## config.mk

```make
export PLATFORM = sky130hd
export DESIGN_NAME = playback_ctrl
export DESIGN_NICKNAME = d
export VERILOG_FILES = /design/src/rtl/playback_ctrl.sv
export SDC_FILE = /design/constraint.sdc
export NUM_CORES = 1
export LEC_CHECK = 0
export BUFFER_PORTS_ARGS = -buffer_cell sky130_fd_sc_hd__buf_2
export CAP_MARGIN = 20
export CORE_MARGIN = 2
export CORE_UTILIZATION = 40
export DETAILED_ROUTE_END_ITERATION = 8
export PLACE_DENSITY_LB_ADDON = 0.08
export REMOVE_ABC_BUFFERS = 1
export SLEW_MARGIN = 20
export SYNTH_ARGS = -nofsm -noshare
export SYNTH_HDL_FRONTEND = slang
export SYNTH_SLANG_ARGS = --single-unit
```

## constraint.sdc

```tcl
create_clock -name clk -period 2.8 [get_ports clk]
set_input_delay 0.28 -clock clk [delete_from_list [all_inputs] [get_ports clk]]
set_output_delay 0.28 -clock clk [all_outputs]
set_load 0.02 [all_outputs]
```

## src/rtl/playback_ctrl.sv

```systemverilog
// Playback controller: decodes key edges into play/pause/direction/restart and
// streams 16-bit samples from 32-bit memory words via a req/ack read handshake.
module playback_ctrl #(
  parameter int unsigned           ADDR_W    = 23,
  parameter logic [ADDR_W-1:0]     LAST_ADDR = 23'h7FFFF
) (
  input  logic              clk,
  input  logic              reset,
  input  logic              key_d,
  input  logic              key_e,
  input  logic              key_b,
  input  logic              key_f,
  input  logic              key_r,
  input  logic              sample_tick,
  output logic              rd_req,
  output logic [ADDR_W-1:0] rd_addr,
  input  logic              rd_ack,
  input  logic [31:0]       rd_data,
  output logic [15:0]       audio_out,
  output logic              sample_valid,
  output logic              playing,
  output logic              forward
);

  localparam logic [0:0] IDLE  = 1'b0;
  localparam logic [0:0] FETCH = 1'b1;

  logic [0:0]        state;
  logic [4:0]        keys, prev, ev;
  logic [ADDR_W-1:0] addr, restart_addr, next_addr;
  logic [31:0]       word;
  logic              word_fwd;
  logic              half;
  logic              pending;
  logic              playing_n, forward_n;

  assign keys    = {key_r, key_f, key_b, key_e, key_d};
  assign ev      = keys & ~prev;
  assign rd_addr = addr;

  always_comb begin
    playing_n = playing;
    if (ev[0])      playing_n = 1'b0;
    else if (ev[1]) playing_n = 1'b1;

    forward_n = forward;
    if (ev[3])      forward_n = 1'b1;
    else if (ev[2]) forward_n = 1'b0;

    restart_addr = forward_n ? '0 : LAST_ADDR;

    if (forward_n) next_addr = (addr == LAST_ADDR) ? '0 : addr + 1'b1;
    else           next_addr = (addr == '0) ? LAST_ADDR : addr - 1'b1;
  end

  always_ff @(posedge clk or posedge reset) begin
    if (reset) begin
      state        <= IDLE;
      prev         <= '0;
      addr         <= '0;
      word         <= '0;
      word_fwd     <= 1'b1;
      half         <= 1'b0;
      pending      <= 1'b0;
      rd_req       <= 1'b0;
      audio_out    <= '0;
      sample_valid <= 1'b0;
      playing      <= 1'b0;
      forward      <= 1'b1;
    end else begin
      prev         <= keys;
      playing      <= playing_n;
      forward      <= forward_n;
      sample_valid <= 1'b0;
      case (state)
        IDLE: begin
          // A restart in IDLE takes effect immediately; a coincident tick is dropped.
          if (ev[4]) begin
            addr <= restart_addr;
            half <= 1'b0;
          end else if (playing && sample_tick) begin
            if (!half) begin
              state  <= FETCH;
              rd_req <= 1'b1;
            end else begin
              // Second half keeps the latched word's order; advance uses current direction.
              audio_out    <= word_fwd ? word[31:16] : word[15:0];
              sample_valid <= 1'b1;
              addr         <= next_addr;
              half         <= 1'b0;
            end
          end
        end
        FETCH: begin
          if (rd_ack) begin
            rd_req <= 1'b0;
            state  <= IDLE;
            if (pending || ev[4]) begin
              addr    <= restart_addr;
              half    <= 1'b0;
              pending <= 1'b0;
            end else begin
              word         <= rd_data;
              word_fwd     <= forward_n;
              audio_out    <= forward_n ? rd_data[15:0] : rd_data[31:16];
              sample_valid <= 1'b1;
              half         <= 1'b1;
            end
          end else if (ev[4]) begin
            pending <= 1'b1;
          end
        end
        default: state <= IDLE;
      endcase
    end
  end

endmodule

```

# Yosys cells after proc, flatten, opt, wreduce, memory -nomap -nowiden
# Cells that the tools add are included.
dict set report word_totals {
  inputBits 41
  word_cells 85
  output_inout_bits 43
  regBits 84
}
dict set report op_classes {
  bitwise 4
  eq_ne 11
  addsub 2
  n_reduce_logical 11
  n_mux 45
}
# cell count
set ops {}
lappend ops {{$mux W23} 8}
lappend ops {{$mux W16} 7}
lappend ops {{$pmux W23 S2} 1}
lappend ops {{$pmux W16 S2} 1}
lappend ops {{$add A23 B1 Y23 const B} 1}
lappend ops {{$eq A23 B19 Y1 const B} 1}
lappend ops {{$logic_not A23 Y1} 1}
lappend ops {{$mux W1} 23}
lappend ops {{$sub A23 B1 Y23 const B} 1}
lappend ops {{$mux W19} 1}
lappend ops {{$ne A2 B2 Y1 const B} 6}
lappend ops {{$pmux W1 S2} 4}
lappend ops {{$reduce_and A4 Y1} 2}
lappend ops {{$ne A3 B3 Y1 const B} 2}
lappend ops {{$reduce_and A3 Y1} 2}
lappend ops {{$and A5 B5 Y5} 1}
lappend ops {{$not A5 Y5} 1}
lappend ops {{$reduce_and A5 Y1} 1}
lappend ops {{$ne A2 B1 Y1 const B} 2}
lappend ops {{$reduce_bool A2 Y1} 2}
lappend ops {{$not A1 Y1} 2}
lappend ops {{$reduce_and A2 Y1} 1}
lappend ops {{$logic_and A1 B1 Y1} 1}
lappend ops {{$logic_or A1 B1 Y1} 1}

# Longest topological paths before layout
# Gate-level depths: netlist of run 1.
dict set report depth {
  depth_word 9
  ltp_mapped 9
  ltp_nobuf 8
}

# Worst setup path before layout of run 1
# Ideal clock, no wire load.
dict set report synth_path {
  path_kind {register -> register}
  start {register addr[0], in the netlist rd_addr[0]}
  end {register addr[22], in the netlist rd_addr[22]}
  path_stages_with_launch 10
  arrival_time_ps 2066
  setup_slack_ps 653
  period_less_slack_ps 2147
  required_ps 2718
  cell_sequence {dfrtp_1 inv_1 ha_1 or3b_2 clkbuf_1 nor4_1 nand4_1 o21ai_0 a21oi_1 a31oi_1}
}
dict set report synth_via {
  elab_chain_len 7
  word_cells_on_any_way 11
  classes_between {add/sub: 2; eq/ne: 1; mux: 7; reduce/logical: 1}
}
# element line_no
set synth_lines {}
lappend synth_lines {{start, declared} 30} ;# logic [ADDR_W-1:0] addr, restart_addr, next_addr;
lappend synth_lines {{start signal, assigned} 79} ;# addr <= restart_addr;
lappend synth_lines {{start signal, assigned} 89} ;# addr <= next_addr;
lappend synth_lines {{start signal, assigned} 99} ;# addr <= restart_addr;
lappend synth_lines {{$sub A23 B1 Y23 (tied with other cells)} 53} ;# else next_addr = (addr == '0) ? LAST_ADDR : addr - 1'b1;
lappend synth_lines {{$mux W23 (on tied branches)} {53, 52}}
lappend synth_lines {{$mux W23 (*)} 52} ;# if (forward_n) next_addr = (addr == LAST_ADDR) ? '0 : addr + 1'b1;
lappend synth_lines {{$mux W23 (*)} 82} ;# if (!half) begin
lappend synth_lines {{$mux W23 (*)} 81} ;# end else if (playing && sample_tick) begin
lappend synth_lines {{$mux W23 (*)} 78} ;# if (ev[4]) begin
lappend synth_lines {{$pmux W23 S2 (*)} 75} ;# case (state)
# Mark *: on every way between the ends. The rest lies on a longest branch, timed or not. The select of a mux whose other input is x is not followed.
# A chain may end at the register's enable or synchronous reset.

# Worst setup path in the final report of run 1
dict set report layout_path {
  start {register addr[4], in the netlist rd_addr[4]}
  end {register addr[14], in the netlist rd_addr[14]}
}
# The elaborated chain is that of the path after synthesis.

==> results of run 1 <==
==> metrics by stage <==
stage | cells | hold WS (ps) | cell area (sq um) | setup TNS (ps) | total power [W]
floorplan | 493 | 311.4 | 4679 | -1030 | 0.003724
global placement | 742 | 359.7 | 5441 | 0 | 0.004518
detailed placement | 742 | 364.8 | 5441 | 0 | 0.004575
CTS | 759 | 34.60 | 5778 | 0 | 0.005927
global route | 759 | 42.91 | 5778 | 0 | 0.006295
finish | 759 | 41.75 | 5778 | 0 | 0.005904
==> logic make-up after synthesis <==
logic type,after synthesis,share of synthesized area
muxes,49,0.1131
buffers and inverters,51,0.04770
xor gates and xnor gates,12,0.02154
AOI/OAI and AO/OA,137,0.1716
and+or+nand+nor,199,0.2070
adders and majority gates,3,0.007695
DFF,84,0.4314
==> metal layers <==
layer	up-vias	GRT usage
li1	2091	-
met1	2145	0.2814
met2	149	0.3755
met3	14	0.04764
met4	0	0.06829
met5	-	0
==> power by group through the flow <==
stage / clock network, W / registers, W / logic, W
floorplan: 0 / 0.00248 / 0.00124
global route: 0.00141 / 0.00230 / 0.00258
finish: 0.00134 / 0.00222 / 0.00235
CTS: 0.00136 / 0.00221 / 0.00235
detailed placement: 0 / 0.00223 / 0.00234
global placement: 0 / 0.00221 / 0.00231
==> worst paths after layout <==
kind                            slack, ps  cells past startpoint           from             to
worst max register to register        300                      6     rd_addr[4]    rd_addr[14]
max in group asynchronous            1600                      4          reset        forward
min in group asynchronous             520                      3          reset     rd_addr[1]
worst max-delay path                  300                      6     rd_addr[4]    rd_addr[14]
worst min-delay path                   40                      1          key_f        prev[3]
worst min register to register        470                      2  audio_out[13]  audio_out[13]
==> state kept, by name, summed over array words and instances, names as in the netlist <==
signal,cells
rd_addr,23
half,1
state,1
forward,1
rd_req,1
prev,5
audio_out,16
word,32
sample_valid,1
playing,1
word_fwd,1
pending,1
==> placed cells by master (no fill, tap or decap), types with 5 or more instances in the layout <==
| cell type | netlist | layout |
|---|---|---|
| o21ai_0 | 57 | 57 |
| nor3_1 | 13 | 13 |
| a31oi_1 | 12 | 12 |
| clkbuf_16 | 0 | 9 |
| dfrtp_1 | 82 | 82 |
| nor4_1 | 5 | 5 |
| and4_1 | 7 | 7 |
| nand4_1 | 8 | 8 |
| buf_2 | 12 | 83 |
| and3_1 | 5 | 5 |
| buf_4 | 1 | 18 |
| nor2_1 | 27 | 26 |
| mux2_2 | 49 | 49 |
| o22ai_1 | 5 | 5 |
| a21oi_1 | 27 | 26 |
| o311ai_0 | 6 | 6 |
| nand2_1 | 74 | 74 |
| inv_1 | 8 | 7 |
| xor2_1 | 8 | 8 |
| nand3_1 | 31 | 31 |
==> synthesized netlist by cell type, drive strengths merged, types with 3 or more instances <==
cell | n | area share
nand4 | 8 | 0.010
a31oi | 12 | 0.015
and4 | 7 | 0.013
nand2b | 4 | 0.0051
a21oi | 27 | 0.028
nand3 | 31 | 0.032
clkbuf | 23 | 0.018
nor2 | 27 | 0.021
o22ai | 5 | 0.0064
nor4 | 7 | 0.015
inv | 9 | 0.0069
ha | 3 | 0.0077
or4 | 4 | 0.0069
and3 | 6 | 0.0080
o21ai | 58 | 0.060
or3 | 3 | 0.0049
and2 | 5 | 0.0067
o311ai | 6 | 0.011
o21a | 4 | 0.0062
dfrtp | 82 | 0.42
mux2 | 49 | 0.11
xnor2 | 4 | 0.0072
buf | 19 | 0.023
o211ai | 4 | 0.0062
nor3b | 3 | 0.0046
xor2 | 8 | 0.014
nor3 | 13 | 0.013
a211o | 4 | 0.0074
or2 | 3 | 0.0038
nand2 | 74 | 0.057
o31ai | 3 | 0.0046
==> layout make-up <==
cell class | count | area share
Inverter | 9 | 0.006063
Sequential cell | 84 | 0.3642
Multi-Input combinational cell | 400 | 0.4409
Timing Repair Buffer | 103 | 0.1005
Tap cell | 147 | 0.03183
Clock inverter | 5 | 0.01451
Clock buffer | 11 | 0.04201
==> metrics, run 1 <==
WP buf/inv=0; Worst VDD drop=0.4314 mV; Final Slew Violations=0; post-synth cell types=around 60; CTS tree=done; CTS HTree Levels=3; Period minus WS final=approximately 2500 ps; fin crit share=0.8913; unrepaired setup endpoints after global routing=false; GR Overflow Total=0; detailed-router iteration count before antenna repair=5; first-pass GRT wire length=roughly 22000 um; Max Used Layer=met4; CTS Buf Count=9; Ports=84; Internal=0.003552 W; Slowest Stage Delay on Critical Path=660 ps; CTS Root Cell=clkbuf_16; CTS Buffer Depth=2; Max transition margin=0.5187; Flop pwr share=0.376; EDFF count, synth=0; leading register cell type out of synthesis=dfrtp_1; area of the multi-input gates=2547 sq um; #FFs+latches synth=84; Max-Cap Viols=0; DR WL met3=752 um; Placer Congestion=between 0.8 and 0.9; Clock Power Share=0.227; vias in the first global route=about 4300; DR iter-0 viols=238; final core occ=0.4831; area grow syn2layout=18.44%; PwrDens=between 1000 and 1500 nW/um^2; initial antenna violation count=0; share of layout cells above drive strength 1=0.3023; asr flop ratio synth=1.000; Fmax achieved=0.4007 GHz; Syn Area/Cell=a little over 9 sq um; YS warnings=0; final antenna-violating net count=0; Setup WS post-layout=304.3 ps; Top delay family on crit path=simple AND/OR/NAND/NOR gates; switching part of the total=0.3984; WL met2=about 6900 um; FF+latch area=approximately 2100 sq um; die height=between 100 and 150 um; CP cell instances=nor4_1 -> and4_1 -> and2_1 -> nand2b_1 -> o21ai_0 -> o311ai_0; Worst Max-Slew Pin Slew=715.4 ps; DRC=0; Finish-stage setup viols=0; post_cts resized=0; clock sink count=84; core area=between 10000 and 15000 sq um; final hold vios=0; WL met1=6092 um; CP max stage cell=nor4_1; status=finished, final reports clean; ant diodes=0; insertion delay of the later-clocked pin in the worst-skew pair=about 350 ps; leak pwr=~2.5 nW; GRT Total Usage=0.2209; fill count=around 1100; Crit path required time=between 3000 and 4000 ps; Max Clock Skew=between 8 and 9 ps; DR WL/cell=between 15 and 20 um; Initial Util=0.4078; Cells after Synth=535; num rows=40; pin count of the biggest net entering global routing=40; Worst setup SP type=flop; critical path type=reg2reg; Synth Cell Area=4878 sq um; worst-path fanout max=10; clk slew on worst S/H paths=about 70 ps; DP Wirelength=9541 um; Nets=~650; Logic pwr share=0.397; I/O Buffers=83; via-per-instance ratio=a little under 6; Seq/Total Area, Yosys=0.4314; Hold Crit Class=in2reg; Die X=about 110 um; Psw=approximately 0.0024 W; drt total wl=13930 um; Post-CTS Setup Inserts=0; Worst EP arrival=2720 ps; routed vias=between 4000 and 5000; setup slack at placement=a little over 400 ps; die area=roughly 13000 sq um; nature of the critical path endpoint=flop; cts hold-fix bufs=1
(Power assumes the default switching activity.)
==> run 2: changes to the inputs <==
PLACE_DENSITY_LB_ADDON = unset   (was 0.08)
==> run 2 against run 1 <==
  * Global-route usage decreased by 0.093 points
  * Critical path depth rose by 2
  * Final area is 0.97% lower
  * Sequential share of layout area increased by 0.36 points
  * Via count about the same
  * Clock-buffer cell count did not move
  * Power shrank 2.2%
  * Sequential power up 4%
  * Flip-flop and latch count unchanged
==> metrics, run 2 (synthesized netlist as in run 1, its figures left out) <==
detailed-router iteration count before antenna repair=5; Die X=between 100 and 150 um; share of layout cells above drive strength 1=0.2993; Final Slew Violations=0; Worst EP arrival=2650 ps; critical path type=reg2reg; DR iter-0 viols=353; fill count=1155; ant diodes=0; R2R Path Start=rd_addr[1]; worst-case reg-to-reg path depth=8; post_cts resized=0; DR WL/cell=around 18 um; commonest non-fill, non-tap cells in the layout=buf_2 (83), dfrtp_1 (82), nand2_1 (74); fin crit share=0.8740; DRC=0; leak pwr=2.501 nW; Worst setup SP type=flop; Worst Max-Slew Pin Slew=slightly below 700 ps; final antenna-violating net count=0; Period minus WS final=2447 ps; final hold vios=0; Max transition margin=0.5426; Max-Cap Viols=0; via-per-instance ratio=roughly 5.8; first-pass GRT wire length=between 20000 and 25000 um; drt total wl=13890 um; max reg flops=32; I/O Buffers=between 80 and 90; Worst VDD drop=between 0.4 and 0.5 mV; area grow syn2layout=17.29%; nature of the critical path endpoint=flop; core area=between 10000 and 15000 sq um; final core occ=0.4783; area of the multi-input gates=2547 sq um; Worst Setup SP=rd_addr[1]; GR Overflow Total=0; PwrDens=~1000 nW/um^2; Worst Setup EP=rd_addr[8]; Ports=84; routed vias=4397; Placed Cells=roughly 740; FF-to-FF setup slack=350 ps; Initial Util=0.4078; Placer Congestion=about 0.92; CTS HTree Levels=3; unrepaired setup endpoints after global routing=false; num rows=40; Hold Crit Class=in2async; Max Clock Skew=6.553 ps; most common cell after layout, fill and taps aside=buf_2; Fmax achieved=between 0.4 and 0.5 GHz; CTS Root Cell=clkbuf_16; Post-CTS Setup Inserts=0; Crit path required time=about 3000 ps; die area=approximately 13000 sq um; CTS Buf Count=9; die height=114.4 um; CTS Buffer Depth=2; vias in the first global route=between 4000 and 5000; Non-Filler Instances=~760; GRT Total Usage=0.2200; worst-path fanout max=8; cts hold-fix bufs=0; DP Wirelength=approximately 9400 um; Tot Pwr=0.005774 W; clock sink count=84; insertion delay of the later-clocked pin in the worst-skew pair=about 350 ps; Finish-stage setup viols=0; initial antenna violation count=0; FF+latch area=roughly 2100 sq um; pin count of the biggest net entering global routing=52; Largest Register=word; worst r2r dst=rd_addr[8]; TNS Setup=0 ps; Nets=~650; status=finished, final reports clean; clk slew on worst S/H paths=60 ps; CTS tree=done
run 2: changes by cell type in the layout (fill, tap and decap cells not counted), sizes merged:
cell         before  now
clkinvlp          2    1
buf             102   99
dlygate4sd3       1    0
clkinv            1    3
bufinv            2    1
run 2: final cells by class:
cell class              count  share of cell area
clock buffers              11             0.04242
multi-input cells         400              0.4452
clock inverters             5             0.01050
well taps                 147             0.03215
inverters                   9            0.006123
flip-flops and latches     84              0.3678
repair buffers             99             0.09578
run 2: critical path, stage by stage, from the launching register on:
cell      delay, ps
dfrtp_1         470
ha_1            320
and4_1          290
nand4_1         180
o211ai_1        460
buf_4           240
a21oi_1          40
o21ai_0         160
o311ai_0        150
run 2: routing by layer:
metal	GRT usage	share of wire	vias to the layer above
li1	-	-	2079
met1	0.2935	0.44	2121
met2	0.3523	0.47	173
met3	0.03335	0.059	24
met4	0.1033	0.025	0
met5	0	0	-
run 2: power breakdown:
part	internal (W)	switching (W)	total (W)
sequential	0.00171	0.000586	0.00230
clock	0.000719	0.000513	0.00123
combinational	0.000997	0.00125	0.00224
run 2: stage by stage:
step / hold slack, ps / setup WS, ps / area [sq um]
after floorplan: 311.4 / -64.39 / 4679
after global placement: 397.8 / 482.4 / 5419
after detailed placement: 394.8 / 406.2 / 5419
after CTS: 20.87 / 358.0 / 5722
after global routing: 41.83 / 121.8 / 5722
final: 1.168 / 352.9 / 5722
run 2: worst min path at each step:
stage	to	cells after the start	start
CTS	rd_addr[9]	2	reset
global placement	rd_addr[1]	2	reset
detailed placement	rd_addr[0]	2	reset
global route	prev[4]	1	key_r
finish	rd_addr[0]	2	reset
floorplan	prev[0]	0	key_d
==> run 3: changes to the inputs <==
CELL_PAD_IN_SITES_DETAIL_PLACEMENT = 1   (was unset)
CELL_PAD_IN_SITES_GLOBAL_PLACEMENT = 2   (was unset)
CORE_UTILIZATION = 34   (was 40)
PLACE_DENSITY_LB_ADDON = 0.1   (was unset)
==> run 3 against run 2 <==
  * Non-clock buffer count increased by 11
  * Worst hold slack gained 52 ps
  * Clock power is 5% higher
  * Sequential power down 5%
==> metrics, run 3 (synthesized netlist as in run 1, its figures left out) <==
die area=around 15000 sq um; DP Wirelength=between 10000 and 15000 um; WP buf/inv=1; initial antenna violation count=0; Top delay family on crit path=compound AO/OA/AOI/OAI gates; I/O Buffers=between 80 and 90; Finish-stage setup viols=0; CP cell instances=ha_1 -> and4_1 -> nand4_1 -> o211ai_1 -> buf_4 -> a21oi_1 -> o21ai_0 -> o311ai_0; TNS Setup=0 ps; DR iter-0 viols=159; pin count of the biggest net entering global routing=between 50 and 60; unrepaired setup endpoints after global routing=false; ant diodes=0; routed vias=~4400; CTS Buffer Depth=2; Placer Congestion=0.8343; Non-Filler Instances=~800; worst-path fanout max=8; detailed-router iteration count before antenna repair=4; Crit path required time=around 3000 ps; DRC=0; num rows=43; Worst setup SP type=flop; Nets=658; Worst VDD drop=between 0.4 and 0.5 mV; CP max stage cell=dfrtp_1; via-per-instance ratio=between 5 and 6; Final Slew Violations=0; leak pwr=roughly 2.6 nW; Final Cell Area=between 5000 and 6000 sq um; area grow syn2layout=19.93%; Placed Cells=roughly 800; post_cts resized=0; GR Overflow Total=0; Period minus WS final=between 2000 and 2500 ps; CTS Buf Count=9; die height=123.8 um; insertion delay of the later-clocked pin in the worst-skew pair=roughly 350 ps; Worst EP arrival=2670 ps; Die X=roughly 120 um; CTS tree=done; clock sink count=84; DP Area=5532 sq um; final hold vios=0; Post-CTS Setup Inserts=0; drt total wl=approximately 16000 um; max reg flops=32; Largest Register=word; CTS HTree Levels=3; Max-Cap Viols=0; share of layout cells above drive strength 1=0.3118; DR WL/cell=19.50 um; commonest non-fill, non-tap cells in the layout=buf_2 (83), dfrtp_1 (82), nand2_1 (74); status=finished, final reports clean; Ports=84; Worst Max-Slew Pin Slew=771.5 ps; PwrDens=roughly 1000 nW/um^2; Max Clock Skew=7.908 ps; nature of the critical path endpoint=flop; Hold Crit Class=in2reg; Slowest Stage Delay on Critical Path=approximately 480 ps; core area=between 10000 and 15000 sq um; Fmax achieved=about 0.40 GHz; cts hold-fix bufs=0; CTS Root Cell=clkbuf_16; final antenna-violating net count=0; clk slew on worst S/H paths=60 ps; vias in the first global route=about 4600; GRT Total Usage=0.2160; most common cell after layout, fill and taps aside=buf_2; fin crit share=0.8848; critical path type=reg2reg; Max transition margin=0.4837; Initial Util=0.3501; first-pass GRT wire length=between 20000 and 30000 um
run 3: per-layer routing:
metal  vias to the layer above  track usage  part of all wire
met5                         -            0                 0
met4                         0      0.05966             0.014
met3                        16      0.03434             0.045
met2                        89       0.3685              0.50
met1                      2181       0.2838              0.44
li1                       2098            -                 -
run 3: through the flow:
stage | setup WS, ps | total power [W] | utilization | hold slack, ps
CTS | 356.5 | 0.006053 | 0.4198 | 41.72
global placement | 416.4 | 0.004621 | 0.3970 | 401.0
floorplan | -64.39 | 0.003724 | - | 311.4
finish | 322.5 | 0.005967 | 0.4199 | 52.68
global route | 122.6 | 0.006429 | 0.4199 | 52.16
detailed placement | 382.1 | 0.004715 | 0.3970 | 399.8
run 3: layout make-up:
cell class | instances | area [sq um]
fillers | 1645 | 8084
multi-input cells | 400 | 2549
flip-flops and latches | 84 | 2105
repair buffers | 110 | 618.1
clock buffers | 11 | 232.7
well taps | 180 | 225.2
clock inverters | 5 | 85.08
inverters | 9 | 36.28
run 3: report_power, final:
| part | leakage, nW | switching [W] | internal (W) |
|---|---|---|---|
| logic | 1.38 | 0.00142 | 0.00107 |
| registers | 1.02 | 0.000472 | 0.00171 |
| clock network | 0.150 | 0.000507 | 0.000787 |
| total | 2.55 | 0.00240 | 0.00357 |
run 3: worst register-to-register path, stage by stage (launching register included):
cell and delay (ps):
dfrtp_1 480, ha_1 360, and4_1 290, nand4_1 270
o211ai_1 360, buf_4 220, a21oi_1 50, o21ai_0 140
o311ai_0 150
run 3: path summary, 6_finish.rpt:
kind	from	cells past startpoint	end	slack, ps
min in group asynchronous	reset	2	audio_out[4]	60
max	rd_addr[1]	8	rd_addr[8]	320
max in group asynchronous	reset	3	audio_out[12]	2060
max reg2reg	rd_addr[1]	8	rd_addr[8]	320
min	key_f	1	prev[3]	50
min reg2reg	audio_out[0]	2	audio_out[0]	470
